===== config.mk =====
export PLATFORM = sky130hd
export DESIGN_NAME = tc_rr_arb
export DESIGN_NICKNAME = d
export VERILOG_FILES = /design/src/rtl/tc_rr_arb.sv
export SDC_FILE = /design/constraint.sdc
export NUM_CORES = 1
export LEC_CHECK = 0
export CORE_AREA = 2 2 54 56
export DETAILED_ROUTE_END_ITERATION = 8
export DIE_AREA = 0 0 56 58
export HOLD_SLACK_MARGIN = 0.1
export PLACE_DENSITY_LB_ADDON = 0.2
export REMOVE_ABC_BUFFERS = 1
export SLEW_MARGIN = 20
export SYNTH_ARGS = -nofsm -noshare
export SYNTH_HDL_FRONTEND = slang
export SYNTH_SLANG_ARGS = --single-unit
export TNS_END_PERCENT = 1

===== constraint.sdc =====
create_clock -name wb_clk_i -period 6.9 [get_ports wb_clk_i]
set_input_delay 1.38 -clock wb_clk_i [delete_from_list [all_inputs] [get_ports wb_clk_i]]
set_output_delay 1.38 -clock wb_clk_i [all_outputs]
set_load 0.005 [all_outputs]

===== src/rtl/tc_rr_arb.sv =====
// tc_rr_arb: round-robin 8-initiator arbiter with transfer quota preemption; stalled-strobe watchdog under TC_ARB_TMO_EN
module tc_rr_arb #(
  parameter int QUOTA   = 8,
  parameter int TMO_W   = 8,
  parameter int TMO_MAX = 255
) (
  input  logic       wb_clk_i,
  input  logic       wb_rst_ni,
  input  logic [7:0] req_i,
  input  logic       stb_i,
  input  logic       ack_i,
  input  logic       err_i,
  input  logic       tmo_clr_i,
  output logic [2:0] gnt_o,
  output logic       gnt_vld_o,
  output logic       tmo_err_o,
  output logic [7:0] tmo_sts_o
);
  localparam int CW = QUOTA > 0 ? $clog2(QUOTA + 1) : 1;
  localparam logic [CW-1:0] QMAX = CW'(QUOTA);
  typedef enum logic {IDLE, GRANT} state_e;
  state_e state_q, state_d;
  logic [2:0] gnt_q, gnt_d, sel;
  logic [CW-1:0] cnt_q, cnt_d;
  logic cmp, others, preempt;
  logic tmo_err_q;
  logic [7:0] tmo_sts_q;
  always_comb begin
    sel = gnt_q;
    for (int i = 8; i >= 1; i--) if (req_i[gnt_q + 3'(i)]) sel = gnt_q + 3'(i);
    cmp = stb_i && (ack_i || err_i || tmo_err_q);
    others = |(req_i & ~(8'(1) << gnt_q));
    preempt = QUOTA != 0 && cmp && others && (cnt_q == QMAX || cnt_q == QMAX - 1'b1);
    state_d = state_q;
    gnt_d = gnt_q;
    cnt_d = cnt_q;
    if (state_q == IDLE) begin
      if (|req_i) begin
        state_d = GRANT;
        gnt_d = sel;
        cnt_d = '0;
      end
    end else begin
      if (cmp && cnt_q != QMAX) cnt_d = cnt_q + 1'b1;
      if (!req_i[gnt_q] || preempt) state_d = IDLE;
    end
  end
  always_ff @(posedge wb_clk_i) begin
    if (!wb_rst_ni) begin
      state_q <= IDLE;
      gnt_q <= 3'd7;
      cnt_q <= '0;
    end else begin
      state_q <= state_d;
      gnt_q <= gnt_d;
      cnt_q <= cnt_d;
    end
  end
`ifdef TC_ARB_TMO_EN
  logic [TMO_W-1:0] wd_q, wd_d;
  logic tmo_err_d, expire;
  logic [7:0] tmo_sts_d;
  // an ack or error in the expiry cycle means the target answered in time
  always_comb begin
    expire = state_q == GRANT && stb_i && !ack_i && !err_i && wd_q == TMO_W'(TMO_MAX);
    wd_d = (state_q != GRANT || state_d != GRANT || !stb_i || ack_i || err_i || expire) ? '0 : wd_q + 1'b1;
    tmo_err_d = expire;
    tmo_sts_d = (tmo_clr_i ? 8'h00 : tmo_sts_q) | (expire ? 8'(1) << gnt_q : 8'h00);
  end
  always_ff @(posedge wb_clk_i) begin
    if (!wb_rst_ni) begin
      wd_q <= '0;
      tmo_err_q <= 1'b0;
      tmo_sts_q <= '0;
    end else begin
      wd_q <= wd_d;
      tmo_err_q <= tmo_err_d;
      tmo_sts_q <= tmo_sts_d;
    end
  end
`else
  logic unused_tmo;
  assign unused_tmo = ^{tmo_clr_i, TMO_W[0], TMO_MAX[0]};
  assign tmo_err_q = 1'b0;
  assign tmo_sts_q = '0;
`endif
  assign gnt_o = gnt_q;
  assign gnt_vld_o = state_q == GRANT;
  assign tmo_err_o = tmo_err_q;
  assign tmo_sts_o = tmo_sts_q;
endmodule


==> impl_metrics.tcl <==
set metrics [dict create \
    synth_area_um2 1450 \
    critPathMaxFanout 10 \
    vias 1248 \
    wl_per_cell_um 15.8 \
    tns_ps 0 \
    p_sw_uw 282 \
    antenna_left 0 \
    worstMarginPinSlew_ps 996 \
    endpoint_kind "register" \
    antenna_found_initial 0 \
    grt_pass1_wl_um 5510 \
    boundaryPins 27 \
    globalRouteMet3Util 0.0402 \
    met2_usage 0.356 \
    dp_hpwl_um 2300 \
    hp-start "cnt_q[0]" \
    htreeDepth 1 \
    firstDrtPassIters 4 \
    drc 0 \
    grt-busiest-layer "met2" \
    postCtsSetupRepairBufs 0 \
    pwr-share-seq 0.184 \
    finish.utilization 0.582 \
    root_buffer "clkbuf_4" \
    hold_slack_ps 591 \
    die_w_um 56 \
    areaGrowthSynthToFinish_pct 7.27 \
    rr_worst_depth 7 \
    path_clk_slew_ps 50 \
    clock_skew_ps 8.42 \
    initial_core_util 0.543 \
    io_buffers 16 \
    reg2reg_to "gnt_o[0]" \
    gr-total-overflow 0 \
    finalWeightedCongestion 0.862 \
    grt_max_degree 27 \
    layout-drive-gt1-share 0.113 \
    setup_viol 0 \
    ys_top_cells_by_area "dfxtp_1 (11%), mux4_1 (11%), mux4_2 (9.4%)" \
    cp-start-kind "input port" \
    placed_cell_area_um2 1530 \
    required_ps 7040 \
    arrival_ps 3620 \
    reg2reg_slack_ps 3450 \
    crit_type "input port to register" \
    cts_hold_buf 0 \
    relSlewSlack 0.335 \
    fin_area_um2 1550 \
    yosysSeqAreaShare 0.111 \
    yosys_warnings 0 \
    min_path_type "register to register" \
    drv_slew 0 \
    die_y_um 58 \
    coreArea_um2 2660 \
    clockBufferDepth 2 \
    fmaxAchievable_ghz 0.287 \
    netlist.area_leader.share 0.111 \
    crit_path_start "req_i[6]" \
    avgSynthCellArea_um2 9.09 \
    hold_viol_final 0 \
    power_frac_comb 0.755 \
    hold_end "cnt_q[0]" \
    yosys-top-cells-count "nand2_1 (11), buf_4 (9), inv_1 (9), o21ai_0 (9)" \
    ys_seq_elements 8 \
    p_clk_frac 0.062 \
    postSynthCellCount 159 \
    switching_share 0.484 \
    maxCapViolCount 0 \
    n_antenna_cell 0 \
    fp-row-count 19 \
    yosysMostFrequentCell "nand2_1" \
    power_density_nw_per_um2 376 \
    drt_wl_total_um 3140 \
    cts_made_buffers 3 \
    clock-sinks 8 \
    final_nets 192 \
    insertion_delay_ps 260 \
    drtIter0Drc 52 \
    ctsResizeCount 0 \
    period_share 0.505 \
    yosysTopAreaCell "dfxtp_1" \
    finalCriticalPeriod_ps 3480 \
    rr_startpoint "gnt_o[1]" \
    met1_usage 0.304 \
    grt_pass1_vias 1148 \
    grt_usage 0.213 \
    p_int_uw 301 \
    async_flop_share 0 \
    viasPerCell 6.27 \
    cts_tree "done" \
    synth_cell_types 54 \
    p_leak_uw 0.000628 \
    status "complete, no violations" \
    worstHoldPathCells 2 \
    peakVddDrop_uv 307 \
    worst_slack_ps 3420 \
    die_area_um2 3250 \
    synth_edf_count 0 \
    synth-main-ff-cell "dfxtp_1" \
    place_ws_ps 3180 \
    rsz0062_at_grt "no" \
]
[flip-flops by register name, indices dropped and copies added (netlist names)]
signal and flops:
cnt_q 4, gnt_vld_o 1, gnt_o 3
[cells in the final DEF (no fill, tap or decap), types with 2 or more instances in the layout]
cell             count
nand3_1              5
a31oi_1              6
inv_1                9
nand2_1             11
mux2i_1              4
nand3b_1             2
a21oi_1              8
nor3b_1              2
clkdlybuf4s50_1     16
mux2_1               2
o21a_1               2
nor2b_1              3
o22ai_1              2
o21ai_0              9
nor2_1               8
conb_1               9
clkbuf_4             3
mux4_2               6
mux2_4               4
mux4_1               6
and2_1               3
o21ai_1              2
dfxtp_1              8
or2b_1               2
nor3_1               4
ha_1                 8
[power groups by stage]
stage	combinational [uW]	clock [uW]	sequential (uW)
after floorplan	347	0	95.5
after global placement	421	0	107
after detailed placement	434	0	108
after CTS	437	37.1	108
after global routing	484	40.3	113
final	440	35.9	107
[per-layer routing]
layer	up-vias	routed length [um]
met5	-	0
met4	0	0
met3	0	108
met2	27	1520
met1	612	1500
li1	609	-
[kinds of logic (layout without fill, tap and decap cells)]
family / count (synthesis) / count (layout) / share of synthesized area
simple gates: 44 / 44 / 0.157
compound gates: 43 / 43 / 0.192
buf+inv: 27 / 28 / 0.125
mux: 25 / 25 / 0.320
fa+ha+maj: 8 / 8 / 0.0693
flops: 8 / 8 / 0.111
xor+xnor: 3 / 3 / 0.0234
other cells: 1 / 9 / 0.00259
[per-stage QoR]
stage,power [uW],std cells
after global routing,637,199
after detailed placement,543,196
after floorplan,442,149
after CTS,581,199
after global placement,528,196
final,583,199
[critical path, stage by stage]
cell	delay (ps)
clkdlybuf4s50_1	560
mux4_2	630
mux2i_2	330
nand4b_1	180
o21ai_2	200
a21oi_2	60
mux2_4	290
[layout make-up]
| cell class | instances | area (um^2) |
|---|---|---|
| flip-flops and latches | 8 | 160 |
| fillers | 277 | 1110 |
| clock buffers | 3 | 22.5 |
| inverters | 9 | 33.8 |
| well taps | 31 | 38.8 |
| repair buffers | 16 | 160 |
| multi-input cells | 132 | 1130 |
[worst max path at each step]
stage                          end  cells past startpoint
after CTS                 gnt_o[0]                      7
after floorplan           gnt_o[1]                      7
final                     gnt_o[0]                      7
after global placement    gnt_o[0]                      7
after global routing      gnt_o[0]                      7
after detailed placement  gnt_o[0]                      7
(Power assumes the default switching activity.)
